$ cat src/rtl/systolic_feeder.sv
// Operand sequencer for the 2x2 output-stationary systolic array.
// Define FEEDER_DBUF_EN for ping-pong tile buffers that load during streaming.
module systolic_feeder #(
    parameter int DATA_WIDTH   = 17,
    parameter int K_DEPTH      = 4,
    parameter int DRAIN_CYCLES = 2
) (
    input  logic                    clk,
    input  logic                    rst,
    input  logic                    in_valid,
    output logic                    in_ready,
    input  logic [2*DATA_WIDTH-1:0] in_a,
    input  logic [2*DATA_WIDTH-1:0] in_b,
    output logic [DATA_WIDTH-1:0]   data_a_0_o,
    output logic [DATA_WIDTH-1:0]   data_a_1_o,
    output logic [DATA_WIDTH-1:0]   data_b_0_o,
    output logic [DATA_WIDTH-1:0]   data_b_1_o,
    output logic                    acc_clr_o,
    output logic                    acc_en_o,
    output logic                    done_o
);

`ifdef FEEDER_DBUF_EN
    localparam bit DBUF = 1'b1;
`else
    localparam bit DBUF = 1'b0;
`endif

    localparam int NB   = DBUF ? 2 : 1;
    localparam int W2   = 2 * DATA_WIDTH;
    localparam int MW   = $clog2(NB * K_DEPTH);
    localparam int CW   = $clog2(K_DEPTH);
    localparam int MAXC = (K_DEPTH > DRAIN_CYCLES) ? K_DEPTH : DRAIN_CYCLES;
    localparam int SW   = $clog2(MAXC + 1);

    localparam logic [CW-1:0] C_LAST = CW'(K_DEPTH - 1);
    localparam logic [SW-1:0] S_K    = SW'(K_DEPTH);
    localparam logic [SW-1:0] D_LAST = SW'(DRAIN_CYCLES - 1);

    typedef enum logic [2:0] {
        LOAD,
        CLEAR,
        STREAM,
        DRAIN,
        DONE
    } state_e;

    state_e          state_q, state_d;
    logic [CW-1:0]   cnt_q, cnt_d;
    logic [SW-1:0]   s_q, s_d;
    logic            full_q, full_d;
    logic            bank_q, bank_d;
    logic            ready_q, ready_d;
    logic            clr_q, clr_d;
    logic            en_q, en_d;
    logic            done_q, done_d;
    logic [DATA_WIDTH-1:0] a0_q, a0_d, a1_q, a1_d;
    logic [DATA_WIDTH-1:0] b0_q, b0_d, b1_q, b1_d;

    logic [W2-1:0] mem_a_q [NB*K_DEPTH];
    logic [W2-1:0] mem_b_q [NB*K_DEPTH];

    logic          accept;
    logic          last_beat;
    logic          rd_bank;
    logic [MW-1:0] wa, ra0, ra1;

    assign accept    = in_valid && ready_q;
    assign last_beat = accept && (cnt_q == C_LAST);
    assign wa        = MW'((bank_q ? K_DEPTH : 0) + int'(cnt_q));

    always_comb begin
        state_d = state_q;
        cnt_d   = cnt_q;
        s_d     = s_q;
        full_d  = full_q;
        bank_d  = bank_q;
        if (accept) begin
            cnt_d = last_beat ? '0 : cnt_q + CW'(1);
        end
        // A bank filled while another is in flight waits for DONE.
        if (DBUF && last_beat && state_q != LOAD) begin
            full_d = 1'b1;
        end
        unique case (state_q)
            LOAD: begin
                if (last_beat) begin
                    state_d = CLEAR;
                    bank_d  = DBUF ? ~bank_q : bank_q;
                end
            end
            CLEAR: begin
                state_d = STREAM;
                s_d     = '0;
            end
            STREAM: begin
                if (s_q == S_K) begin
                    s_d     = '0;
                    state_d = (DRAIN_CYCLES == 0) ? DONE : DRAIN;
                end else begin
                    s_d = s_q + SW'(1);
                end
            end
            DRAIN: begin
                if (s_q == D_LAST) begin
                    s_d     = '0;
                    state_d = DONE;
                end else begin
                    s_d = s_q + SW'(1);
                end
            end
            DONE: begin
                if (DBUF && (full_q || last_beat)) begin
                    state_d = CLEAR;
                    bank_d  = ~bank_q;
                    full_d  = 1'b0;
                end else begin
                    state_d = LOAD;
                end
            end
            default: state_d = LOAD;
        endcase
    end

    assign rd_bank = DBUF ? ~bank_d : 1'b0;
    assign ra0 = MW'((rd_bank ? K_DEPTH : 0) + int'(s_d));
    assign ra1 = MW'((rd_bank ? K_DEPTH : 0) + int'(s_d) - 1);

    // Outputs are registered from the next state so they line up with state_q.
    always_comb begin
        ready_d = (state_d == LOAD) || (DBUF && !full_d);
        clr_d   = (state_d == CLEAR);
        en_d    = (state_d == STREAM) || (state_d == DRAIN);
        done_d  = (state_d == DONE);
        a0_d    = '0;
        a1_d    = '0;
        b0_d    = '0;
        b1_d    = '0;
        if (state_d == STREAM) begin
            if (s_d < S_K) begin
                a0_d = mem_a_q[ra0][DATA_WIDTH-1:0];
                b0_d = mem_b_q[ra0][DATA_WIDTH-1:0];
            end
            if (s_d != '0) begin
                a1_d = mem_a_q[ra1][W2-1:DATA_WIDTH];
                b1_d = mem_b_q[ra1][W2-1:DATA_WIDTH];
            end
        end
    end

    always_ff @(posedge clk) begin
        if (rst) begin
            state_q <= LOAD;
            cnt_q   <= '0;
            s_q     <= '0;
            full_q  <= 1'b0;
            bank_q  <= 1'b0;
            ready_q <= 1'b1;
            clr_q   <= 1'b0;
            en_q    <= 1'b0;
            done_q  <= 1'b0;
            a0_q    <= '0;
            a1_q    <= '0;
            b0_q    <= '0;
            b1_q    <= '0;
        end else begin
            state_q <= state_d;
            cnt_q   <= cnt_d;
            s_q     <= s_d;
            full_q  <= full_d;
            bank_q  <= bank_d;
            ready_q <= ready_d;
            clr_q   <= clr_d;
            en_q    <= en_d;
            done_q  <= done_d;
            a0_q    <= a0_d;
            a1_q    <= a1_d;
            b0_q    <= b0_d;
            b1_q    <= b1_d;
        end
    end

    always_ff @(posedge clk) begin
        if (!rst && accept) begin
            mem_a_q[wa] <= in_a;
            mem_b_q[wa] <= in_b;
        end
    end

    assign in_ready   = ready_q;
    assign acc_clr_o  = clr_q;
    assign acc_en_o   = en_q;
    assign done_o     = done_q;
    assign data_a_0_o = a0_q;
    assign data_a_1_o = a1_q;
    assign data_b_0_o = b0_q;
    assign data_b_1_o = b1_q;

endmodule
$ cat config.mk
export PLATFORM = sky130hd
export DESIGN_NAME = systolic_feeder
export DESIGN_NICKNAME = d
export VERILOG_FILES = /design/src/rtl/systolic_feeder.sv
export SDC_FILE = /design/constraint.sdc
export NUM_CORES = 1
export LEC_CHECK = 0
export BUFFER_PORTS_ARGS = -buffer_cell sky130_fd_sc_hd__buf_2
export CAP_MARGIN = 20
export CORE_MARGIN = 3
export CORE_UTILIZATION = 55
export CTS_CLUSTER_DIAMETER = 120
export DETAILED_ROUTE_END_ITERATION = 7
export GPL_TIMING_DRIVEN = 1
export HOLD_SLACK_MARGIN = 0.05
export PLACE_DENSITY = 0.86
export SETUP_SLACK_MARGIN = 0.5
export SLEW_MARGIN = 20
export SYNTH_ARGS = -nofsm -noshare
export SYNTH_HDL_FRONTEND = slang
export SYNTH_SLANG_ARGS = --single-unit
$ cat constraint.sdc
create_clock -name clk -period 3.65 [get_ports clk]
set_input_delay 0 -clock clk [delete_from_list [all_inputs] [get_ports clk]]
set_output_delay 0 -clock clk [all_outputs]
set_load 0.1 [all_outputs]
After elaboration in Yosys (flattened, before gate mapping)

Memories as Yosys holds them, arrays and structs flattened. A register that Yosys moved wholly into a read port is not among the register bits.
Index checks and enable logic that the tools add are counted.

$add $sub $neg: 3
Magnitude comparators: 1
Multiplexer cells: 10
Bitwise logic cells: 3
Eq/ne operators: 10
Reductions and logical operators: 10

Operators by type and width:

| operator              | number |
|---|---|
| $mux W3               | 5 |
| $eq A3 B2 Y1 const B  | 4 |
| $pmux W3 S4           | 1 |
| $eq A3 B1 Y1 const B  | 3 |
| $pmux W3 S3           | 1 |
| $eq A3 B3 Y1 const B  | 2 |
| $logic_not A3 Y1      | 2 |
| $reduce_or A3 Y1      | 2 |
| $add A3 B1 Y3 const B | 1 |
| $logic_and A1 B1 Y1   | 3 |
| $lt A3 B3 Y1 const B  | 1 |
| $not A1 Y1            | 3 |
| $reduce_bool A3 Y1    | 1 |
| $add A2 B1 Y2 const B | 1 |
| $eq A2 B2 Y1 const B  | 1 |
| $mux W1               | 2 |
| $mux W2               | 1 |
| $sub A2 B1 Y2 const B | 1 |
| $logic_not A1 Y1      | 1 |
| $logic_or A1 B1 Y1    | 1 |

Bits of input ports: 71
Output and inout port bits: 72
Flip-flop bits (word level): 12
Memory bits (writable): 272
Memories: 2

Memories:

| name    | depth | bits a word | read ports | clocked after Yosys merged registers in | write ports | line | text |
|---|---|---|---|---|---|---|---|
| mem_a_q | 4     | 34          | 2          | 2                                       | 1           | 60   | `logic [W2-1:0] mem_a_q [NB*K_DEPTH];` |
| mem_b_q | 4     | 34          | 2          | 2                                       | 1           | 61   | `logic [W2-1:0] mem_b_q [NB*K_DEPTH];` |

Logic depth before layout (Yosys ltp)

Gate-level depths: netlist of run 1.

Depth in word-level cells: 7
Gate-level depth with buffers: 13

Worst setup path after synthesis of run 1

Ideal clock, no wire load.

Path type: flip-flop to flip-flop
Start: register ready_q (netlist: in_ready)
End: memory mem_a_q[0][0] (netlist bit), enable pin
Arrival time: 3016 ps
Required time: 3216 ps
Path slack: 201 ps
Period minus slack after synthesis: 3449 ps
Stages on the path, launching flop included: 4
Cell sequence: dfxtp_1 nand2_1 nor2_1 and2_1

Word-level cells in the longest chain between the ends: 4

Ends and longest elaborated chain:

| element                       | line | text |
|---|---|---|
| start: declaration            | 53   | `logic ready_q, ready_d;` |
| start signal: assignment      | 172  | `ready_q <= ready_d;` |
| $logic_and A1 B1 Y1           | 68   | `assign accept = in_valid && ready_q;` |
| $logic_and A1 B1 Y1           | 184  | `if (!rst && accept) begin` |
| $mux W1                       | 184  |  |
| $mux W1 (not written as such) | 185  | `mem_a_q[wa] <= in_a;` |
| end: declaration              | 60   |  |

No other way between the ends.

Worst setup path in the final report of run 1

Start: register s_q[0]
End: register b0_q[16] (netlist: data_b_0_o[16]), read port of mem_b_q

Word-level cells in the longest chain between the ends: 6

Ends and longest elaborated chain:

| element                                      | line     | text |
|---|---|---|
| start: declaration                           | 50       | `logic [SW-1:0] s_q, s_d;` |
| start signal: assignment                     | 155      | `s_q <= '0;` |
| start signal: assignment                     | 169      | `s_q <= s_d;` |
| $add A3 B1 Y3 (tied with other cells)        | 101, 109 |  |
| $mux W3, on equally long branches            | 105, 97  |  |
| $pmux W3 S3 or $pmux W3 S4 (tied branches)   | 85       | `unique case (state_q)` |
| $lt A3 B3 Y1 or $eq A3 B2 Y1 (tied branches) | 140, 139 |  |
| $not A1 Y1 (no line)                         | n/a      |  |
| $reduce_or A3 Y1 (no line)                   | n/a      |  |
| end: declaration                             | 58       | `logic [DATA_WIDTH-1:0] b0_q, b0_d, b1_q, b1_d;` |

Parallel ways exist; a longest one is shown, timed or not.
A chain may end at the register's enable or synchronous reset.

==> results.md, run 1 <==
* Critical path type: flip-flop to flip-flop
* Synth area leader: edfxtp_1
* Clock root buffer: clkbuf_16
* Die W at 157.3 um
* Gr busiest metal: met2
* Final setup viols at 0
* CP endpoint kind: flip-flop
* Netlist cell types at 38
* Predominant post-synthesis flop cell: edfxtp_1
* Peak Freq at 357.7 MHz
* Worst path cell trace: inv_1, ha_1, nand2_1, nor3b_2, a21oi_1, or4_1, buf_4, nor4_1
* Antenna cells at 0
* RSZ-0062 raised after global routing: no
* Reg clk slew, reported paths at 0.06 ns
* Status: completed
* Slew at the pin closest to its max-slew limit at 1.099 ns
* Synth top area share at 64.84%
* # IOs at 143
* Antenna violations before repair at 0
* Post-synth EDFFs at 272
* Share of layout cells above drive strength 1 at 21.95%
* Total CTS buffers at 36
* CP max FO at 20
* CP arrival at 3.18 ns
* Starting Density at 56.84%
* Placer Congestion at 0.7667
* Max Slew Vio Count at 0
* Die area at 24760 um^2
* Final period util at 76.60%
* Die Height at 157.3 um
* DR iter-0 viols at 626
* Post-Syn Instances at 780
* Met3 Usage GRT at 3.822%
* Post-Syn Area at 12600 um^2
* Fin util at 69.52%
* P_leak at 5.463 nW
* DRC Markers at 0
* Flops & latches, synth at 352
* Commonest non-fill, non-tap cell in the layout: edfxtp_1
* Warnings, synthesis at 0
* Number of global-route vias before repair at 7827
* Total core area at 22160 um^2
* First drt pass iteration count at 5
* DRT Wirelength at 26260 um
* Routed Antenna Nets at 0
* Setup_tns at 0 ns
* Final Hold Vio Count at 0
* M2 GR Usage at 37.20%
* Worst Hold Class: input port to flip-flop
* GRT overflow at 0
* Core Rows at 54
* Clock Sinks at 352
* Maxcap violations at 0
* CTS max path bufs at 3
* WP data required at 4.03 ns
* Via count at 7524
* Clock Latency Late Sink at 0.51 ns
* Fillers at 1389
* Fin nets at 1067
* VDD IR max at 0.4229 mV
* CTS tree: yes
* Met1 usage at 25.53%
* Crit-path max cell delay at 0.94 ns
* First-pass GRT wire length at 40120 um
* Sequential share of the synthesized area at 77.55%
* Cell area power density at 534.6 nW/um^2
* Syn_nets at 859
* Startpoint types: flip-flop
* Worst Skew at 0.02188 ns
* Htree depth at 2
* Asr flop ratio synth at 0%
* Period minus WS final at 2.796 ns
* Syn_area_per_cell at 16.15 um^2
* Synth top area cells: edfxtp_1, dfxtp_1, a211oi_1
* Detailed Place HPWL at 12720 um
* DR vias/cell at 5.806
* Synthesis-to-finish area growth at 22.30%
* Most frequent cells in the layout: edfxtp_1, buf_2, a211oi_1, dfxtp_1, dlygate4sd3_1
* Slew headroom at 26.76%
* Largest net degree at the start of global routing at 137
* Max stage delay cell, worst path: or4_1
* Port Buffers at 142
* WL per Instance at 20.27 um
* Tot GR Track Use at 21.01%
## path summary, 6_finish.rpt
check | slack (ns) | to | startpoint | depth (start not counted)
setup / recovery | 0.85 | data_b_0_o[16] | s_q[0] | 8
hold / removal | 0.24 | mem_b_q[3][5] | in_b[5] | 2
setup reg to reg | 0.85 | data_b_0_o[16] | s_q[0] | 8
hold reg to reg | 0.55 | data_b_0_o[11] | mem_b_q[0][11] | 2
## state kept, by name, summed over array words and instances, names as in the netlist
signal      flops
mem_a_q       136
mem_b_q       136
data_a_0_o     17
data_a_1_o     17
data_b_0_o     17
data_b_1_o     17
s_q             3
state_q         3
cnt_q           2
acc_clr_o       1
acc_en_o        1
done_o          1
in_ready        1
## final cells by class
class                      instances  area (um^2)  area share, %
inverter                           8        30.03         0.1949
clock inverter                     9        73.82         0.4792
multi-input combinational        366         2570          16.68
tap                              280        350.3          2.274
sequential                       352         9769          63.41
clock buffer                      57         1084          7.033
timing repair buffer             224         1529          9.925
## timing repair
action                                 in CTS  in global routing
endpoints found under the hold margin     283                  0
gates resized for setup                     0                  0
buffers inserted                            0                  0
hold buffers                               71                  0
## cells in the mapped netlist, types with 4 or more instances
| cell | instances |
|---|---|
| buf_2 | 15 |
| nor2b_1 | 36 |
| nor2_1 | 9 |
| and2_1 | 6 |
| nor4_1 | 31 |
| ha_1 | 8 |
| nor4_2 | 5 |
| a211oi_1 | 102 |
| nor3_2 | 5 |
| mux2i_1 | 35 |
| nor3_1 | 65 |
| and3_1 | 34 |
| buf_6 | 4 |
| nand2_1 | 8 |
| dfxtp_1 | 80 |
| clkbuf_1 | 33 |
| edfxtp_1 | 272 |
| inv_1 | 5 |
## routing by layer
metal / routed length (um) / share of wire, %
met1: 10500 / 40
met4: 647 / 2.5
met5: 0 / 0
met2: 13520 / 51
met3: 1602 / 6.1
## through the flow
step	hold WS, ns	std cells	total power [mW]	cell area, um^2	setup slack, ns
after floorplan	0.09887	780	4.594	12600	0.5206
after global placement	0.2080	1159	4.685	13540	1.045
after detailed placement	0.2155	1159	4.698	13540	0.9469
after CTS	0.2182	1296	8.267	15410	0.8517
after global routing	0.2301	1296	8.465	15410	0.6655
final	0.2422	1296	8.236	15410	0.8540
## worst max-delay path, delay by kind of cell, from the launching register on
family / cells / cell delay [ns]
AOI/OAI and AO/OA: 1 / 0.07
DFF: 1 / 0.39
buffers and inverters: 2 / 0.45
and+or+nand+nor: 4 / 1.54
adders and majority gates: 1 / 0.22
## report_power, final
part	switching (mW)	total [mW]	internal [mW]
Combinational	0.153	0.264	0.111
Clock	1.44	3.56	2.12
Sequential	0.0199	4.42	4.40
Total	1.61	8.24	6.62
## kinds of logic (layout without fill, tap and decap cells)
group           Yosys count  after routing  share of synthesized area (%)
buf+inv                  62            298                          2.265
flops                   352            352                          77.55
fa+ha+maj                 8              8                         0.7946
compound gates          112            112                          6.605
simple gates            211            211                          10.00
mux                      35             35                          2.781
No activity file was read; power rests on OpenSTA's default activity.
==> inputs of run 2 (changes only) <==
--- a/config.mk
+++ b/config.mk
@@ -5,6 +5,7 @@
 export SDC_FILE = /design/constraint.sdc
 export NUM_CORES = 1
 export LEC_CHECK = 0
+export ABC_AREA = 1
 export BUFFER_PORTS_ARGS = -buffer_cell sky130_fd_sc_hd__buf_2
 export CAP_MARGIN = 20
 export CORE_MARGIN = 3
@@ -13,7 +14,7 @@
 export DETAILED_ROUTE_END_ITERATION = 7
 export GPL_TIMING_DRIVEN = 1
 export HOLD_SLACK_MARGIN = 0.05
-export PLACE_DENSITY = 0.86
+export PLACE_DENSITY = 0.85
 export SETUP_SLACK_MARGIN = 0.5
 export SLEW_MARGIN = 20
 export SYNTH_ARGS = -nofsm -noshare
==> constraint.sdc (replaced) <==
create_clock -name clk -period 2.6 [get_ports clk]
set_input_delay 0 -clock clk [delete_from_list [all_inputs] [get_ports clk]]
set_output_delay 0 -clock clk [all_outputs]
set_load 0.1 [all_outputs]
==> results.md, run 2 <==
* Status: completed (unchanged)
* Critical path type: flip-flop to flip-flop (unchanged)
* Port Buffers at 142 (unchanged)
* CP arrival at 2.44 ns (was 3.18 ns)
* # IOs at 143 (unchanged)
* Htree depth at 2 (unchanged)
* Total CTS buffers at 34 (was 36)
* Commonest non-fill, non-tap cell in the layout: edfxtp_1 (unchanged)
* Clock root buffer: clkbuf_16 (unchanged)
* Most common cell in the netlist: edfxtp_1 (unchanged)
* Post-Syn Area at 13720 um^2 (was 12600 um^2)
* Worst Skew at 0.01313 ns (was 0.02188 ns)
* Die area at 26880 um^2 (was 24760 um^2)
* Worst Hold Class: input port to flip-flop (unchanged)
* Largest regs: mem_a_q x136, mem_b_q x136 (unchanged)
* CP max FO at 8 (was 20)
* Tot Pwr at 12.43 mW (was 8.236 mW)
* Via count at 9456 (was 7524)
* WL per Instance at 18.61 um (was 20.27 um)
* Netlist cell types at 28 (was 38)
* VDD IR max at 0.5867 mV (was 0.4229 mV)
* Crit-path most repeated cell: ha_4
* Startpoint types: flip-flop (unchanged)
* Routed Antenna Nets at 0 (unchanged)
* Syn_nets at 1257 (was 859)
* WP data required at 2.98 ns (was 4.03 ns)
* Number of global-route vias before repair at 9296 (was 7827)
* Sequential share of the synthesized area at 71.20% (was 77.55%)
* Fin nets at 1471 (was 1067)
* DRC Markers at 0 (unchanged)
* Fin util at 69.58% (was 69.52%)
* DR iter-0 viols at 961 (was 626)
* Antenna violations before repair at 2 (was 0)
* First-pass GRT wire length at 47650 um (was 40120 um)
* Predominant post-synthesis flop cell: edfxtp_1 (unchanged)
* CTS tree: yes (unchanged)
* Detailed Place HPWL at 15690 um (was 12720 um)
* P_leak at 7.207 nW (was 5.463 nW)
* Largest net degree at the start of global routing at 138 (was 137)
* Die Height at 164.0 um (was 157.3 um)
* Warnings, synthesis at 0 (unchanged)
* Synth top area cells: edfxtp_1, dfxtp_1, nand3_1 (was edfxtp_1, dfxtp_1, a211oi_1)
* Final period util at 79.07% (was 76.60%)
* Final setup viols at 0 (unchanged)
* First drt pass iteration count at 5 (unchanged)
* Worst path cell trace: inv_2, ha_4, nand3_1, nand2_1, nor2_4, ha_4, nand4_1, nand2_8, buf_4, a21oi_1 (was inv_1, ha_1, nand2_1, nor3b_2, a21oi_1, or4_1, buf_4, nor4_1)
* Cell area power density at 732.6 nW/um^2 (was 534.6 nW/um^2)
* Synth cell count leaders: edfxtp_1, inv_1, nand3_1 (was edfxtp_1, a211oi_1, dfxtp_1)
* Slew headroom at 59.69% (was 26.76%)
* Syn_area_per_cell at 11.65 um^2 (was 16.15 um^2)
* Placer Congestion at 0.7828 (was 0.7667)
* Asr flop ratio synth at 0% (unchanged)
* Starting Density at 56.26% (was 56.84%)
* Core Rows at 57 (was 54)
* Total core area at 24390 um^2 (was 22160 um^2)
* Placed Area at 14780 um^2 (was 13540 um^2)
* Max Slew Vio Count at 0 (unchanged)
* CTS max path bufs at 3 (unchanged)
* Clock Latency Late Sink at 0.50 ns (was 0.51 ns)
* Final Hold Vio Count at 0 (unchanged)
* Synth area leader: edfxtp_1 (unchanged)
* Synthesis-to-finish area growth at 23.68% (was 22.30%)
* Post-Syn Instances at 1178 (was 780)
* Setup_tns at 0 ns (unchanged)
* Flops & latches, synth at 352 (unchanged)
* Synth top area share at 59.52% (was 64.84%)
* Peak Freq at 486.4 MHz (was 357.7 MHz)
* Clock Sinks at 352 (unchanged)
* Post-synth EDFFs at 272 (unchanged)
* Share of layout cells above drive strength 1 at 17.93% (was 21.95%)
* Max stage delay cell, worst path: dfxtp_4 (was or4_1)
* GRT overflow at 0 (unchanged)
* Most frequent cells in the layout: edfxtp_1, inv_1, nand3_1, nand2_1, buf_2 (was edfxtp_1, buf_2, a211oi_1, dfxtp_1, dlygate4sd3_1)
* Period minus WS final at 2.056 ns (was 2.796 ns)
* Crit-path max cell delay at 0.37 ns (was 0.94 ns)
* RSZ-0062 raised after global routing: yes (was no)
* CP endpoint kind: flip-flop (unchanged)
* Top delay family on crit path: simple AND/OR/NAND/NOR gates (unchanged)
* Worst hold slack at 0.2416 ns (was 0.2422 ns)
* Final Cell Area at 16970 um^2 (was 15410 um^2)
* CP Buf/Inv Count at 2 (unchanged)
* Tot GR Track Use at 22.71% (was 21.01%)
* DR vias/cell at 5.428 (was 5.806)
* Reg clk slew, reported paths at 0.06 ns (about the same)
* Slew at the pin closest to its max-slew limit at 0.6047 ns (was 1.099 ns)
* Die W at 164.0 um (was 157.3 um)
* DRT Wirelength at 32420 um (was 26260 um)
* Maxcap violations at 0 (unchanged)
run 2: cell types whose count changed in the layout (fill, tap and decap cells not counted), moves of 63 or more:
| cell | previous run | this run |
|---|---|---|
| nand3b_1 | 2 | 68 |
| a211oi_1 | 102 | 1 |
| inv_1 | 5 | 216 |
| nor3_1 | 65 | 2 |
| a21oi_1 | 3 | 71 |
| nand2_1 | 7 | 147 |
| nand3_1 | 3 | 208 |
run 2: what timing repair did:
item,4_1_cts,5_1_grt
pin swaps,1,7
gates resized for setup,7,20
endpoints found under the setup margin,68,68
buffers inserted,1,12
hold buffers,71,0
gates cloned,1,4
endpoints found under the hold margin,282,0
run 2: logic make-up after synthesis:
logic type      share of synthesized area, %
xor+xnor                             0.06384
buf+inv                                8.708
simple gates                           16.36
compound gates                         2.945
flops                                  71.20
fa+ha+maj                             0.7295
run 2: path summary, 6_finish.rpt:
kind | end | slack (ns) | startpoint | depth (start not counted)
worst max-delay path | data_a_1_o[16] | 0.54 | s_q[0] | 10
worst min-delay path | mem_b_q[1][4] | 0.24 | in_b[4] | 2
worst max register to register | data_a_1_o[16] | 0.54 | s_q[0] | 10
worst min register to register | cnt_q[1] | 0.57 | cnt_q[1] | 2
run 2: final cells by class:
type | instances | area [um^2]
sequential | 352 | 9777
fill | 1585 | 7420
multi-input combinational | 538 | 2900
timing repair buffer | 242 | 1888
clock buffer | 49 | 1031
inverter | 223 | 854.6
tap | 324 | 405.4
clock inverter | 12 | 92.59
timing repair inverter | 1 | 20.02
antenna | 1 | 2.502
run 2: worst reg2reg max path: cells and delay by family (launching register included):
family / cells / cell delay, ns
AO/OA/AOI/OAI: 1 / 0.06
adder cells (fa/ha/maj): 2 / 0.38
buffers and inverters: 2 / 0.32
flip-flops: 1 / 0.37
AND/OR/NAND/NOR: 5 / 0.81
run 2: per-layer routing:
layer  vias up  GRT usage (%)  part of all wire (%)
met3        98          3.758                   8.5
li1       4367              -                     -
met1      4478          28.64                    38
met4         2          9.881                   3.4
met2       511          38.96                    50
met5         -              0                 0.040
run 2: stage by stage:
step / cells / worst slack (ns)
2_1_floorplan: 1178 / 0.4148
3_5_place_dp: 1591 / 0.2523
3_3_place_gp: 1591 / 0.3412
5_1_grt: 1742 / 0.4212
6_report: 1742 / 0.5442
4_1_cts: 1725 / 0.4918
run 2: power by group:
| group | total, mW | switching [mW] | internal, mW |
|---|---|---|---|
| registers | 6.25 | 0.0382 | 6.21 |
| logic | 1.33 | 0.886 | 0.440 |
| clock network | 4.86 | 1.99 | 2.87 |
==> inputs of run 3 (changes only) <==
--- a/config.mk
+++ b/config.mk
@@ -5,11 +5,11 @@
 export SDC_FILE = /design/constraint.sdc
 export NUM_CORES = 1
 export LEC_CHECK = 0
-export ABC_AREA = 1
+export ABC_AREA = 0
 export BUFFER_PORTS_ARGS = -buffer_cell sky130_fd_sc_hd__buf_2
 export CAP_MARGIN = 20
 export CORE_MARGIN = 3
-export CORE_UTILIZATION = 55
+export CORE_UTILIZATION = 52
 export CTS_CLUSTER_DIAMETER = 120
 export DETAILED_ROUTE_END_ITERATION = 7
 export GPL_TIMING_DRIVEN = 1
==> constraint.sdc (replaced) <==
create_clock -name clk -period 1.75 [get_ports clk]
set_input_delay 0 -clock clk [delete_from_list [all_inputs] [get_ports clk]]
set_output_delay 0 -clock clk [all_outputs]
set_load 0.1 [all_outputs]
==> results.md, run 3 (synthesis gave the netlist of run 1 again) <==
* Status: finished with violations (was completed)
* Failing checks: negative setup slack
* Area occupied by multi-input gates at 3900 um^2 (was 2900 um^2)
* Max stage delay cell, worst path: dfxtp_4 (unchanged)
* Top delay family on crit path: adder cells (was simple AND/OR/NAND/NOR gates)
* Hold worst-path end: data_b_0_o[10] (was mem_b_q[1][4])
* Fillers at 945 (was 1585)
* Placed Area at 14200 um^2 (was 14780 um^2)
* Share of layout cells above drive strength 1 at 47.56% (was 17.93%)
* Setup slack, reg-to-reg at -0.77 ns (was 0.54 ns)
* Most frequent cells in the layout: edfxtp_1, buf_2, dfxtp_1, dlygate4sd3_1, clkbuf_16 (was edfxtp_1, inv_1, nand3_1, nand2_1, buf_2)
* Hold_sp: rst (was in_b[4])
* CTS tree: yes (unchanged)
* DR iter-0 viols at 1173 (was 961)
* Slew headroom at 61.13% (was 59.69%)
* Cell area power density at 925.1 nW/um^2 (was 732.6 nW/um^2)
* Routed Antenna Nets at 0 (unchanged)
* CP endpoint kind: flip-flop (unchanged)
* Combinational share of power at 5.7% (was 10.7%)
* Cell-internal power at 13.90 mW (was 9.518 mW)
* Starting Density at 53.35% (was 56.26%)
* Crit-path max cell delay at 0.38 ns (was 0.37 ns)
* Commonest non-fill, non-tap cell in the layout: edfxtp_1 (unchanged)
* Largest regs: mem_a_q x136, mem_b_q x136 (unchanged)
* # IOs at 143 (unchanged)
* Total CTS buffers at 35 (was 34)
* Worst Hold Class: input port to flip-flop (unchanged)
* Worst hold stages at 4 (was 2)
* Reg2Reg Depth at 11 (was 10)
* Final Cell Area at 19450 um^2 (was 16970 um^2)
* Crit-path most repeated cell: ha_4 (unchanged)
* Startpoint types: flip-flop (unchanged)
* Clock power share at 43.0% (was 39.1%)
* Final Hold Vio Count at 0 (unchanged)
* Psw at 4.087 mW (was 2.915 mW)
* Slew at the pin closest to its max-slew limit at 0.5811 ns (was 0.6047 ns)
* Final Non-Filler Cells at 1489 (was 1742)
* DRC Markers at 0 (unchanged)
* Clock Latency Late Sink at 0.52 ns (was 0.50 ns)
* Tot Pwr at 17.99 mW (was 12.43 mW)
* Period minus WS final at 2.518 ns (was 2.056 ns)
* Total core area at 23610 um^2 (was 24390 um^2)
* CTS max path bufs at 3 (unchanged)
* Port Buffers at 142 (unchanged)
* Die W at 161.6 um (was 164.0 um)
* Final WS setup at -0.7675 ns (was 0.5442 ns)
* P_leak at 6.902 nW (was 7.207 nW)
* Via count at 9786 (was 9456)
* CP arrival at 2.90 ns (was 2.44 ns)
* FF+latch area at 9787 um^2 (was 9777 um^2)
* Inst Count DP at 1238 (was 1591)
* First drt pass iteration count at 5 (unchanged)
* Worst path cell trace: inv_2, ha_4, nor2b_1, nand4_1, nand2_2, clkinv_4, ha_4, buf_8, clkbuf_16, mux2i_1, a211oi_1 (was inv_2, ha_4, nand3_1, nand2_1, nor2_4, ha_4, nand4_1, nand2_8, buf_4, a21oi_1)
* Synthesis-to-finish area growth at 54.37% (was 23.68%)
* Largest net degree at the start of global routing at 61 (was 138)
* CP Buf/Inv Count at 4 (was 2)
* Antenna violations before repair at 2 (unchanged)
* FF-to-FF End: data_a_1_o[9] (was data_a_1_o[16])
* Maxcap violations at 0 (unchanged)
* DRT Wirelength at 48400 um (was 32420 um)
* Peak Freq at 397.2 MHz (was 486.4 MHz)
* Placer Congestion at 0.7822 (was 0.7828)
* Core Rows at 56 (was 57)
* Reg clk slew, reported paths at 0.07 ns (was 0.06 ns)
* Clock root buffer: clkbuf_16 (unchanged)
* Final setup viols at 70 (was 0)
* Fraction of power spent switching nets at 22.72% (was 23.45%)
* Max Slew Vio Count at 0 (unchanged)
* WP data required at 2.13 ns (was 2.98 ns)
* Final period util at 143.9% (was 79.07%)
* Tot GR Track Use at 26.31% (was 22.71%)
* CP max FO at 8 (unchanged)
* Register share of total power at 51.4% (was 50.3%)
* RR Startpoint: s_q[0] (unchanged)
* VDD IR max at 1.260 mV (was 0.5867 mV)
* Fin nets at 1219 (was 1471)
* WL per Instance at 32.50 um (was 18.61 um)
* Setup_tns at -41.22 ns (was 0 ns)
* Worst Skew at 0.02233 ns (was 0.01313 ns)
* DR vias/cell at 6.572 (was 5.428)
* Die Height at 161.6 um (was 164.0 um)
* GRT overflow at 0 (unchanged)
* Critical path type: flip-flop to flip-flop (unchanged)
* RSZ-0062 raised after global routing: yes (unchanged)
* Clock Sinks at 352 (unchanged)
* Die area at 26130 um^2 (was 26880 um^2)
* CP startpoint: s_q[0] (unchanged)
* Number of global-route vias before repair at 8796 (was 9296)
* Htree depth at 2 (unchanged)
* Detailed Place HPWL at 15520 um (was 15690 um)
* First-pass GRT wire length at 52710 um (was 47650 um)
run 3: cell types whose count changed in the layout (fill, tap and decap cells not counted), sizes merged, moves of 71 or more:
cell | previous run | this run
nand2 | 152 | 8
buf | 166 | 268
inv | 223 | 8
a211oi | 1 | 102
nand3 | 211 | 3
a21oi | 74 | 3
run 3: how the worst max path moves through the flow:
stage / depth (start not counted) / end
final: 11 / data_a_1_o[9]
after global routing: 12 / data_b_1_o[15]
after CTS: 11 / data_a_1_o[1]
after detailed placement: 11 / data_b_1_o[4]
after global placement: 11 / data_b_1_o[4]
after floorplan: 13 / data_a_1_o[0]
run 3: per-layer routing:
| layer | vias up | GRT usage (%) | wire [um] |
|---|---|---|---|
| li1 | 3808 | - | - |
| met5 | - | 0 | 0 |
| met1 | 4827 | 33.80 | 17190 |
| met2 | 940 | 44.95 | 22530 |
| met4 | 0 | 9.694 | 2945 |
| met3 | 211 | 5.053 | 5734 |
run 3: metrics by stage:
stage / hold slack, ns / setup slack, ns / util [%]
2_1_floorplan: 0.09887 / -0.6662 / -
3_3_place_gp: 0.2098 / -0.3664 / 60.12
3_5_place_dp: 0.2161 / -0.4719 / 60.12
4_1_cts: 0.06178 / -0.4329 / 73.89
5_1_grt: 0.1234 / -0.8059 / 82.34
6_report: 0.1377 / -0.7675 / 82.35
run 3: power by group through the flow:
stage / clock network (mW) / logic, mW / registers [mW]
2_1_floorplan: 0 / 0.196 / 9.40
3_3_place_gp: 0 / 0.450 / 9.37
3_5_place_dp: 0 / 0.473 / 9.38
4_1_cts: 7.29 / 0.728 / 9.21
5_1_grt: 8.00 / 1.04 / 9.25
6_report: 7.73 / 1.02 / 9.24
run 3: layout make-up:
cell class                      instances  area share, %
Antenna cell                            3        0.03860
Clock buffer                           52          5.096
Clock inverter                         12         0.6498
Inverter                                8         0.2316
Multi-Input combinational cell        366          20.06
Sequential cell                       352          50.33
Tap cell                              319          2.052
Timing Repair Buffer                  377          21.55
run 3: worst min-delay path, cell delays in order:
cell and delay, ns:
buf_2 0.18, or4_4 0.24, buf_12 0.15, nor4_2 0.04
run 3: what timing repair did:
action                                  CTS  global route
gates resized for setup                 163           215
endpoints found under the setup margin  369           416
gates cloned                             12            29
pin swaps                                24            45
hold buffers                             70             0
setup buffers                            37            36
hold endpoints to repair                284             0
